[config.mk]
export PLATFORM = sky130hd
export DESIGN_NAME = mem_req_arbiter
export DESIGN_NICKNAME = d
export VERILOG_FILES = /design/src/rtl/mem_arb_pkg.sv /design/src/rtl/mem_arb_prio.sv /design/src/rtl/mem_req_arbiter.sv
export SDC_FILE = /design/constraint.sdc
export NUM_CORES = 1
export LEC_CHECK = 0
export ABC_CLOCK_PERIOD_IN_PS = 4300
export BUFFER_PORTS_ARGS = -buffer_cell sky130_fd_sc_hd__buf_2
export CORE_AREA = 2 2 190 192
export CTS_BUF_LIST = sky130_fd_sc_hd__clkbuf_8
export DETAILED_ROUTE_END_ITERATION = 16
export DIE_AREA = 0 0 192 194
export PLACE_DENSITY_LB_ADDON = 0.05
export SETUP_SLACK_MARGIN = 0.15
export SLEW_MARGIN = 20
export SYNTH_ARGS = -nofsm -noshare
export SYNTH_HDL_FRONTEND = slang
export SYNTH_SLANG_ARGS = --single-unit
[constraint.sdc]
create_clock -name clk -period 4.3 [get_ports clk]
set_input_delay 0.215 -clock clk [delete_from_list [all_inputs] [get_ports clk]]
set_output_delay 0.215 -clock clk [all_outputs]
set_load 0.05 [all_outputs]
[src/rtl/mem_arb_pkg.sv]
// Shared types and tag helpers for the system-bus request arbiter.
// Tag header layout (MSBs of the bus tag): {rw, owner[1:0]}; remaining tag bits are zero.
package mem_arb_pkg;

    typedef enum logic [1:0] {
        OWN_FETCH = 2'd0,
        OWN_LOAD  = 2'd1,
        OWN_STORE = 2'd2
    } owner_e;

    typedef enum logic [2:0] {
        IDLE,
        ADDR,
        WR_DATA,
        RD_WAIT,
        DONE
    } state_e;

    localparam int TAG_HDR_W = 3;

    function automatic logic [TAG_HDR_W-1:0] make_tag(input logic rw, input owner_e owner);
        return {rw, owner};
    endfunction

    // Completion / read-valid vectors are ordered {fetch, load, store}.
    function automatic logic [2:0] owner_onehot(input owner_e owner);
        logic [2:0] oh;
        case (owner)
            OWN_FETCH: oh = 3'b100;
            OWN_LOAD:  oh = 3'b010;
            OWN_STORE: oh = 3'b001;
            default:   oh = 3'b000;
        endcase
        return oh;
    endfunction

endpackage

[src/rtl/mem_arb_prio.sv]
// Requester priority pick (store > load > fetch) with an anti-starvation override for fetch.
module mem_arb_prio
    import mem_arb_pkg::*;
#(
    parameter int STARVE_LIM = 4
) (
    input  logic   clk,
    input  logic   srst,
    input  logic   arb_en,
    input  logic   fetch_req,
    input  logic   load_req,
    input  logic   store_req,
    output owner_e owner,
    output logic   grant
);

    localparam int CNT_W = $clog2(STARVE_LIM + 1);

    logic [CNT_W-1:0] starve_q;
    logic [CNT_W-1:0] starve_d;
    logic             starved;

    assign starved = (starve_q == CNT_W'(STARVE_LIM));

    always_comb begin
        grant    = arb_en && (fetch_req || load_req || store_req);
        owner    = OWN_FETCH;
        starve_d = starve_q;
        if (starved && fetch_req) begin
            owner = OWN_FETCH;
        end else if (store_req) begin
            owner = OWN_STORE;
        end else if (load_req) begin
            owner = OWN_LOAD;
        end
        // Only grants that pass over a waiting fetch count towards starvation.
        if (grant) begin
            if (owner == OWN_FETCH) begin
                starve_d = '0;
            end else if (fetch_req && !starved) begin
                starve_d = starve_q + CNT_W'(1);
            end
        end
    end

    always_ff @(posedge clk) begin
        if (srst) begin
            starve_q <= '0;
        end else begin
            starve_q <= starve_d;
        end
    end

endmodule

[src/rtl/mem_req_arbiter.sv]
// Owns the system-bus port: arbitrates fetch/load/store line transactions, runs the
// address and data beats, and routes tag-matched read responses back to the owner.
module mem_req_arbiter
    import mem_arb_pkg::*;
#(
    parameter  int DATA_W     = 64,
    parameter  int BEATS      = 8,
    parameter  int TAG_W      = 13,
    parameter  int STARVE_LIM = 4,
    localparam int BEAT_W     = $clog2(BEATS)
) (
    input  logic              clk,
    input  logic              reset,
    input  logic              fetch_req,
    input  logic [DATA_W-1:0] fetch_addr,
    input  logic              load_req,
    input  logic [DATA_W-1:0] load_addr,
    input  logic              store_req,
    input  logic [DATA_W-1:0] store_addr,
    input  logic [DATA_W-1:0] store_wdata,
    output logic [DATA_W-1:0] rd_data,
    output logic [2:0]        rd_valid,
    output logic [BEAT_W-1:0] beat_idx,
    output logic              fetch_done,
    output logic              load_done,
    output logic              store_done,
    output logic              bus_reqcyc,
    output logic [DATA_W-1:0] bus_req,
    output logic [TAG_W-1:0]  bus_reqtag,
    input  logic              bus_reqack,
    input  logic              bus_respcyc,
    input  logic [DATA_W-1:0] bus_resp,
    input  logic [TAG_W-1:0]  bus_resptag,
    output logic              bus_respack
);

    state_e              state_q, state_d;
    logic [BEAT_W-1:0]   beat_q, beat_d;
    logic [DATA_W-1:0]   addr_q, addr_d;
    owner_e              owner_q, owner_d;
    logic                rw_q, rw_d;
    logic [TAG_W-1:0]    tag_q, tag_d;

    owner_e              grant_owner;
    logic                grant;
    logic                arb_en;
    logic                last_beat;
    logic                grant_rw;

    assign arb_en    = (state_q == IDLE) && !reset;
    assign last_beat = (beat_q == BEAT_W'(BEATS - 1));
    assign grant_rw  = (grant_owner != OWN_STORE);
    assign beat_idx  = beat_q;

    mem_arb_prio #(
        .STARVE_LIM (STARVE_LIM)
    ) u_prio (
        .clk       (clk),
        .srst      (reset),
        .arb_en    (arb_en),
        .fetch_req (fetch_req),
        .load_req  (load_req),
        .store_req (store_req),
        .owner     (grant_owner),
        .grant     (grant)
    );

    always_comb begin
        state_d     = state_q;
        beat_d      = beat_q;
        addr_d      = addr_q;
        owner_d     = owner_q;
        rw_d        = rw_q;
        tag_d       = tag_q;
        bus_reqcyc  = 1'b0;
        bus_req     = '0;
        bus_reqtag  = '0;
        bus_respack = 1'b0;
        rd_data     = '0;
        rd_valid    = 3'b000;
        fetch_done  = 1'b0;
        load_done   = 1'b0;
        store_done  = 1'b0;
        // Outputs are forced quiet while reset is held, whatever state the flops are in.
        if (!reset) begin
            case (state_q)
                IDLE: begin
                    if (grant) begin
                        owner_d = grant_owner;
                        rw_d    = grant_rw;
                        tag_d   = {make_tag(grant_rw, grant_owner), {(TAG_W - TAG_HDR_W){1'b0}}};
                        beat_d  = '0;
                        state_d = ADDR;
                        case (grant_owner)
                            OWN_STORE: addr_d = store_addr;
                            OWN_LOAD:  addr_d = load_addr;
                            default:   addr_d = fetch_addr;
                        endcase
                    end
                end
                ADDR: begin
                    bus_reqcyc = 1'b1;
                    bus_req    = addr_q;
                    bus_reqtag = tag_q;
                    if (bus_reqack) begin
                        beat_d  = '0;
                        state_d = rw_q ? RD_WAIT : WR_DATA;
                    end
                end
                WR_DATA: begin
                    bus_reqcyc = 1'b1;
                    bus_req    = store_wdata;
                    bus_reqtag = tag_q;
                    if (bus_reqack) begin
                        beat_d = beat_q + BEAT_W'(1);
                        if (last_beat) begin
                            state_d = DONE;
                        end
                    end
                end
                RD_WAIT: begin
                    // Beats carrying someone else's tag are left for their owner.
                    if (bus_respcyc && (bus_resptag == tag_q)) begin
                        bus_respack = 1'b1;
                        rd_data     = bus_resp;
                        rd_valid    = owner_onehot(owner_q);
                        beat_d      = beat_q + BEAT_W'(1);
                        if (last_beat) begin
                            state_d = DONE;
                        end
                    end
                end
                DONE: begin
                    {fetch_done, load_done, store_done} = owner_onehot(owner_q);
                    state_d = IDLE;
                end
                default: state_d = IDLE;
            endcase
        end
    end

    always_ff @(posedge clk) begin
        if (reset) begin
            state_q <= IDLE;
            beat_q  <= '0;
            addr_q  <= '0;
            owner_q <= OWN_FETCH;
            rw_q    <= 1'b0;
            tag_q   <= '0;
        end else begin
            state_q <= state_d;
            beat_q  <= beat_d;
            addr_q  <= addr_d;
            owner_q <= owner_d;
            rw_q    <= rw_d;
            tag_q   <= tag_d;
        end
    end

endmodule

# Word-level counts from Yosys, hierarchy flattened

Cells that the tools add are included.

Memories kept: 0
Flip-flop bits (word level): 79
Output and inout port bits: 152
Bits in latches: 0
Memory bits (read-only): 0
RAM bits: 0

Equal/unequal tests: 16
Shifts and indexed selects: 0
Multiplexer cells: 40
Bitwise logic cells: 0
Order comparisons: 0
Divide/modulo/power cells: 0
Reductions and logical operators: 19
$mul: 0
$add $sub $neg: 2

Operators with widths:

| operator                                       | number |
|---|---|
| 2-to-1 mux 64 bit                              | 4 |
| case mux 64 bit (2 select lines)               | 2 |
| 2-to-1 mux 3 bit                               | 14 |
| 2-to-1 mux 13 bit                              | 2 |
| case mux 3 bit (4 select lines)                | 2 |
| == test 13 bit                                 | 1 |
| 2-to-1 mux 1 bit                               | 13 |
| inequality test 2 bit (second input constant)  | 5 |
| == test 3 bit (second input constant)          | 3 |
| case mux 3 bit (3 select lines)                | 1 |
| adder 3 x 1 -> 3 bit (second input constant)   | 2 |
| == test 3 x 2 -> 1 bit (second input constant) | 2 |
| logical AND 1 bit                              | 5 |
| AND reduction 5 bit                            | 1 |
| == test 2 x 1 -> 1 bit (second input constant) | 2 |
| == test 2 bit (second input constant)          | 2 |
| zero test 2 bit                                | 2 |
| 2-to-1 mux 2 bit                               | 2 |
| AND reduction 2 bit                            | 2 |
| AND reduction 4 bit                            | 1 |
| nonzero test 4 bit                             | 1 |
| == test 3 x 1 -> 1 bit (second input constant) | 1 |
| zero test 3 bit                                | 1 |
| zero test 1 bit                                | 2 |
| other kinds (3)                                | 4 |

# Depth between registers and ports, before layout

Gate-level depths: netlist of run 1.

Word-level depth: 6
Gate-level depth with buffers: 12
Depth with buffers taken out: 10

# Modules after synthesis

From an unflattened synthesis of run 1, not the netlist that was laid out.

Cell total of the unflattened synthesis: 855
Area, all modules: 5711.7 um2

Modules (own cells, without submodules):

| module          | area an instance (um2) | seq. area each (um2) | instances | cells each |
|---|---|---|---|---|
| mem_req_arbiter | 5480.3                 | 1461.4               | 1         | 830 |
| mem_arb_prio    | 231.5                  | 60.1                 | 1         | 25 |

# Least setup slack after synthesis of run 1

No wires, ideal clock.

Kind: register -> output
Start point: register owner_q[0]
End point: output rd_valid[2]
Buffers on the path: 2
Arrival time: 2.619 ns
Cell stages (with the launch flop): 7
Setup slack: 1.466 ns
Data required time: 4.085 ns
Path through: dfxtp_1 clkbuf_1 xnor2_1 nand4_1 nor3_1 clkbuf_1 nor3b_1

Cells in the longest elaborated chain, start to end: 5
Elaborated cells between the ends (all ways): 7
Those cells by class: 2 x eq/ne; 4 x mux; 1 x reduce/logical

Ends and longest elaborated chain:

| element                               | RTL line               | source |
|---|---|---|
| start, declared                       | mem_req_arbiter.sv:40  | `owner_e owner_q, owner_d;` |
| start signal, assigned                | mem_req_arbiter.sv:154 | `owner_q <= owner_d;` |
| == test 2 bit (tied with other cells) | mem_arb_pkg.sv:28      | `case (owner)` |
| case mux 3 bit (3 select lines) (*)   | mem_arb_pkg.sv:28      |  |
| 2-to-1 mux 3 bit (*)                  | mem_req_arbiter.sv:123 | `if (bus_respcyc && (bus_resptag == tag_q)) begin` |
| 2-to-1 mux 3 bit (*)                  | mem_req_arbiter.sv:86  | `case (state_q)` |
| 2-to-1 mux 3 bit (*)                  | mem_req_arbiter.sv:85  | `if (!reset) begin` |
| end, declared                         | mem_req_arbiter.sv:22  | `output logic [2:0] rd_valid,` |

Every way passes the cells marked *; elsewhere a longest branch is shown, timed or not.

# Worst setup path after layout of run 1

Start point: register state_q[1]
End point: output bus_req[0]

Cells in the longest elaborated chain, start to end: 3
Elaborated cells between the ends (all ways): 4
Those cells by class: 2 x eq/ne; 2 x mux

Ends and longest elaborated chain:

| element                                                          | RTL line               | source |
|---|---|---|
| start, declared                                                  | mem_req_arbiter.sv:37  | `state_e state_q, state_d;` |
| start signal, assigned                                           | mem_req_arbiter.sv:151 | `state_q <= state_d;` |
| == test 3 x 2 -> 1 bit or == test 3 x 1 -> 1 bit (tied branches) | mem_req_arbiter.sv:86  |  |
| case mux 64 bit (2 select lines) (*)                             | mem_req_arbiter.sv:86  |  |
| 2-to-1 mux 64 bit (*)                                            | mem_req_arbiter.sv:85  |  |
| end, declared                                                    | mem_req_arbiter.sv:28  | `output logic [DATA_W-1:0] bus_req,` |

Marks and branches as above.

==> reports/metrics.cfg, run 1 <==
[detailed_routing]
vias_per_cell = 4.26
dr.pass1.iters = 4
drc = 0
ant_nets = 0
wl_per_cell_microns = 19.1
drt_iter0_markers = 297
vias = 6777
wirelength_microns = 30400

[logic_synthesis]
ys_warn_count = 0
syn_inst = 699
synth_sequential_area_ratio = 0.292
yosysUniqueCellTypes = 36
syn_avg_cell_area_sq_um = 7.44
yosysTopAreaCell = dfxtp_1
synth.area.top_cells = dfxtp_1, a22o_1, nor2_1, a211oi_1, a22oi_1
ys_ff_latch = 76
synth_top_area_share = 0.292
synthesis.area_sq_um = 5200

[timing]
relSlewSlack = 0.325
fmax_mhz = 327
setup_viol = 0
rsz0062_at_grt = false
min_period_over_period = 0.711
worstMarginPinSlew_ns = 1.01
report.final.slew_viol_count = 0
hold_viol = 0
period_needed_ns = 3.06
fin_skew_ns = 0.0172
fin_setup_tns_ns = 0

[placed_design]
gp_congestion = 0.735
io_buffers = 481
dp.final_hpwl_microns = 23800

[power_and_ir_drop]
p_leak_uw = 0.00408
finalPower_uw = 2350
vdd_ir_drop_max_v = 0.000116
powerDensity_nw_per_um2 = 286

[final_layout]
nets = 1470
drive_gt1_frac = 0.456
layout_commonest_cell = buf_2
layout_common_cells = buf_2, nor2_1, dfxtp_1
n_fill_cell = 4062
area.sequential_sq_um = 1520
syn2layout_area_growth_pct = 57.7
multiInputGateArea_sq_um = 3360

[floorplanning]
rows = 69
die_h_microns = 194
die_x_microns = 192
core_area_sq_um = 35200
die-area_sq_um = 37200
io_pins = 492
initial_core_util = 0.148

[setup_path]
worstRegToRegCells = 11
max_stage_delay_ns = 0.80
criticalPathCategory = flop to output pin
cp_cell_sequence = nor3_1 -> and2_2 -> buf_4 -> a22o_1 -> buf_2
crit_path_end_kind = output pin
cp_slowest_cell = and2_2
regToRegSetupSlack_ns = 1.44
worstSetupStartpointType = flop
critPathMaxFanout = 37
required_ns = 4.09
r2r-end = addr_q[21]$_SDFFE_PP0P_
worstPathArrival_ns = 2.84
timing.rr.start = u_prio.starve_q[0]$_SDFFE_PP0P_

[cts]
ctsHoldBuffers = 0
clock_path_buffers = 2
path_clk_slew_ns = 0.08
cts_resized = 0
clk_latency_ns = 0.37
numClockSinks = 76
htree_levels = 3
cts-buffers-inserted = 9
cts_setup_buffers = 0
tritoncts = done
cts_root_buffer = clkbuf_8

[min_path]
whs_endpoint = state_q[0]$_SDFFE_PP0P_
min_path_type = input port to flop
hp-start = load_req
min_path_cells = 3

[grt]
gr-total-overflow = 0
antenna_found_initial = 6
grtUsageTotal = 0.157
grt_pass1_vias = 7010
grt_pass1_wl_microns = 43600
grt_start_max_net_pins = 83

[job]
drv_cap = 0

[status]
status = completed

metrics by stage:
step	instances	hold WS (ns)	setup slack, ns	util	area, sq um
2_1_floorplan	708	0.362	1.47	-	5240
3_3_place_gp	1573	0.469	1.44	0.227	8000
3_5_place_dp	1573	0.480	1.40	0.227	8000
4_1_cts	1589	0.112	1.12	0.233	8200
5_1_grt	1590	0.153	0.963	0.233	8200
6_report	1592	0.144	1.24	0.233	8210
critical path: cells and delay by family, from the launching register on:
family	cells	cell delay (ns)
compound gates	1	0.24
flops	1	0.44
simple gates	2	1.06
buf+inv	2	0.72
layout make-up:
class	instances	area share
antenna	3	0.000915
clock buffer	10	0.0168
clock inverter	6	0.00793
inverter	5	0.00229
multi-input combinational	541	0.410
sequential	76	0.185
tap	461	0.0703
timing repair buffer	490	0.306
power breakdown:
part	internal, uW	switching, uW
Sequential	789	73.9
Combinational	325	561
Clock	284	317
per-layer routing:
metal / track usage / part of all wire / vias to the layer above
met2: 0.298 / 0.52 / 301
li1: - / - / 3388
met4: 0.0319 / 0.011 / 0
met5: 0 / 0 / -
met1: 0.174 / 0.39 / 3068
met3: 0.0378 / 0.075 / 20
state kept, by name (all words and copies together), names as in the netlist:
signal           count
beat_idx             3
state_q              3
tag_q                1
rw_q                 1
owner_q              1
addr_q              64
u_prio.starve_q      3
logic make-up after synthesis:
group | Yosys count | share of synthesized area
AO/OA/AOI/OAI | 273 | 0.375
AND/OR/NAND/NOR | 245 | 0.231
buffers and inverters | 91 | 0.0731
flip-flops | 76 | 0.292
adder cells (fa/ha/maj) | 7 | 0.0168
XOR/XNOR | 5 | 0.00842
other | 1 | 0.000721
multiplexers | 1 | 0.00216
how the worst max path moves through the flow:
stage | slack (ns) | to | from
6_report | 1.24 | bus_req[0] | state_q[1]$_SDFFE_PP0P_
5_1_grt | 0.96 | bus_req[0] | state_q[1]$_SDFFE_PP0P_
2_1_floorplan | 1.47 | rd_valid[2] | owner_q[0]$_SDFFE_PP0P_
4_1_cts | 1.12 | bus_req[0] | state_q[1]$_SDFFE_PP0P_
3_5_place_dp | 1.40 | addr_q[29]$_SDFFE_PP0P_ | u_prio.starve_q[0]$_SDFFE_PP0P_
3_3_place_gp | 1.44 | bus_req[0] | reset
synth_stat cells:
master	number
a21oi_1	70
buf_2	1
or3b_1	1
or3_4	1
nor3b_1	5
o21ai_0	2
nand4_1	1
nor3_1	5
o22ai_1	2
mux2_2	1
nor2_1	134
nor4b_1	1
and2_1	71
and3_1	3
ha_1	7
nand2b_1	1
buf_4	10
a22o_1	66
and3b_1	2
and4_1	1
buf_1	6
conb_1	1
o21a_1	1
nand3b_1	5
clkbuf_1	69
or4_1	1
nor4_1	4
a22oi_1	64
a211oi_1	66
nand3_1	2
xnor2_1	5
inv_1	5
nand2_1	7
o31ai_1	1
a41o_1	1
dfxtp_1	76
Power figures use the tool's default switching activity.
==> inputs of run 2 (changes only) <==
--- a/config.mk
+++ b/config.mk
@@ -5,12 +5,12 @@
 export SDC_FILE = /design/constraint.sdc
 export NUM_CORES = 1
 export LEC_CHECK = 0
-export ABC_CLOCK_PERIOD_IN_PS = 4300
+export ABC_CLOCK_PERIOD_IN_PS = 3200
 export BUFFER_PORTS_ARGS = -buffer_cell sky130_fd_sc_hd__buf_2
-export CORE_AREA = 2 2 190 192
+export CORE_AREA = 2 2 191 193
 export CTS_BUF_LIST = sky130_fd_sc_hd__clkbuf_8
 export DETAILED_ROUTE_END_ITERATION = 16
-export DIE_AREA = 0 0 192 194
+export DIE_AREA = 0 0 193 195
 export PLACE_DENSITY_LB_ADDON = 0.05
 export SETUP_SLACK_MARGIN = 0.15
 export SLEW_MARGIN = 20
==> constraint.sdc (replaced) <==
create_clock -name clk -period 3.2 [get_ports clk]
set_input_delay 0.16 -clock clk [delete_from_list [all_inputs] [get_ports clk]]
set_output_delay 0.16 -clock clk [all_outputs]
set_load 0.05 [all_outputs]
==> reports/metrics.cfg, run 2 (synthesis results as in run 1) <==
[final_layout]
largest_reg_flops = 64  ; unchanged
top_register = addr_q
drive_gt1_frac = 0.461  ; +0.00566
layout_commonest_cell = buf_2
nets = 1481  ; +0.75%
syn2layout_area_growth_pct = 60.2
n_fill_cell = 4026  ; -0.89%
layout_common_cells = buf_2, nor2_1, dfxtp_1

[floorplanning]
die-area_sq_um = 37600  ; +1.0%
initial_core_util = 0.147  ; -0.000720
die_x_microns = 193  ; +0.52%
rows = 69  ; unchanged
io_pins = 492  ; unchanged
die_h_microns = 195  ; +0.52%
core_area_sq_um = 35400  ; +0.49%

[setup_path]
cp_slowest_cell = and3_2
timing.critical_path.buf_inv = 2  ; unchanged
max_stage_delay_ns = 0.61  ; -0.19 ns
crit_path_end_kind = output pin
timing.rr.start = u_prio.starve_q[0]$_SDFFE_PP0P_
r2r-end = addr_q[51]$_SDFFE_PP0P_
cp_cell_sequence = nor2_1 -> and3_2 -> buf_4 -> a22o_1 -> buf_2
worstSetupStartpointType = flop
required_ns = 3.04  ; -1.05 ns
worstPathArrival_ns = 2.42  ; -0.42 ns
regToRegSetupSlack_ns = 0.69  ; -0.75 ns
worstRegToRegCells = 11  ; unchanged
criticalPathCategory = flop to output pin
path_delay_family = simple AND/OR/NAND/NOR gates
critPathMaxFanout = 20  ; -46%
worst-path-stages = 5  ; unchanged

[timing]
report.final.slew_viol_count = 0  ; unchanged
worstMarginPinSlew_ns = 0.585  ; -0.428 ns
fin_setup_tns_ns = 0  ; unchanged
min_period_over_period = 0.807
fmax_mhz = 387
relSlewSlack = 0.610  ; +0.285
fin_skew_ns = 0.0162  ; -0.000944 ns
period_needed_ns = 2.58
whs_ns = 0.114  ; -0.0303 ns
hold_viol = 0  ; unchanged
setup_viol = 0  ; unchanged
fin_ws_ns = 0.617  ; -0.627 ns
rsz0062_at_grt = false

[detailed_routing]
drc = 0  ; unchanged
dr.pass1.iters = 7  ; +3
wl_per_cell_microns = 18.6  ; -2.5%
drt_iter0_markers = 169  ; -43%
vias_per_cell = 4.26  ; +0.16%
wirelength_microns = 29900  ; -1.8%
vias = 6835  ; +0.86%
ant_nets = 0  ; unchanged

[power_and_ir_drop]
power_frac_clock = 0.257  ; about the same
intPower_uw = 1900  ; +36%
combPwrFrac = 0.382  ; +0.005
power_switching_uw = 1290  ; +36%
vdd_ir_drop_max_v = 0.000145  ; +25%
p_leak_uw = 0.00415  ; +1.6%
seqPwrFrac = 0.362  ; -0.005
p_sw_frac = 0.405  ; about the same
powerDensity_nw_per_um2 = 383  ; +34%

[grt]
grt_pass1_wl_microns = 41700  ; -4.3%
antenna_found_initial = 11  ; +5
use_met3 = 0.0370  ; -0.000804
busiest_layer = met2
grtUsageMet1 = 0.155  ; -0.0188
grt_start_max_net_pins = 85  ; +2.4%
globalRouteMet2Util = 0.301  ; +0.00251
grt_pass1_vias = 6663  ; -5.0%
grtUsageTotal = 0.150  ; -0.00636
gr-total-overflow = 0  ; unchanged

[placed_design]
dp.final_hpwl_microns = 23800  ; -0.23%
gp_congestion = 0.724  ; -1.5%
io_buffers = 481  ; unchanged
dp_slack_ns = 0.692  ; -0.704 ns

[cts]
cts_resized = 0  ; unchanged
clk_latency_ns = 0.38  ; about the same
ctsHoldBuffers = 0  ; unchanged
path_clk_slew_ns = 0.08  ; about the same
clock_path_buffers = 2  ; unchanged
cts_setup_buffers = 0  ; unchanged
cts_root_buffer = clkbuf_8
tritoncts = done
htree_levels = 3  ; unchanged
cts-buffers-inserted = 9  ; unchanged
numClockSinks = 76  ; unchanged

[min_path]
min_path_cells = 3  ; unchanged
min_path_type = input port to flop
whs_endpoint = state_q[0]$_SDFFE_PP0P_
hp-start = store_req

[status]
status = completed

[job]
drv_cap = 0  ; unchanged

[run 2: cell types whose count changed in the layout (fill, tap and decap cells not counted)]
cell / change
inv_6: +1
clkinv_4: -1
buf_12: +4
inv_1: -1
buf_4: +7
diode_2: +1
[run 2: worst max-delay path by stage]
stage	startpoint	endpoint	slack (ns)
floorplan	owner_q[0]$_SDFFE_PP0P_	rd_valid[2]	0.42
global placement	u_prio.starve_q[0]$_SDFFE_PP0P_	addr_q[26]$_SDFFE_PP0P_	0.74
detailed placement	u_prio.starve_q[0]$_SDFFE_PP0P_	addr_q[44]$_SDFFE_PP0P_	0.69
CTS	owner_q[0]$_SDFFE_PP0P_	rd_data[61]	0.54
global route	owner_q[0]$_SDFFE_PP0P_	rd_data[61]	0.37
finish	state_q[2]$_SDFFE_PP0P_	bus_req[0]	0.62
[run 2: stage by stage]
stage	area (sq um)	total power, uW	utilization	cells
floorplan	5240	1920	-	708
global placement	8130	2430	0.230	1584
CTS	8330	3270	0.235	1599
global route	8330	3420	0.235	1600
detailed placement	8130	2420	0.230	1584
finish	8340	3200	0.236	1603
[run 2: power by group through the flow]
stage | logic [uW] | registers, uW | clock network [uW]
2_1_floorplan | 798 | 1130 | 0
3_3_place_gp | 1240 | 1190 | 0
3_5_place_dp | 1240 | 1180 | 0
4_1_cts | 1240 | 1160 | 872
5_1_grt | 1350 | 1170 | 902
6_report | 1220 | 1160 | 820
[run 2: worst min-delay path, stage by stage]
cell and delay (ns):
buf_2 0.12, nor4_1 0.06, o22ai_1 0.09
[run 2: layer usage]
layer	routed length (microns)	share of wire
met1	10800	0.36
met5	59	0.0020
met3	2380	0.080
met4	452	0.015
met2	16200	0.54
[run 2: cell type report]
class / instances / area, sq um / area share
well taps: 461 / 577 / 0.0692
clock buffers: 10 / 138 / 0.0165
diodes: 4 / 10.0 / 0.00120
clock inverters: 5 / 61.3 / 0.00735
flip-flops and latches: 76 / 1520 / 0.183
repair buffers: 501 / 2650 / 0.318
inverters: 5 / 18.8 / 0.00225
multi-input cells: 541 / 3360 / 0.403
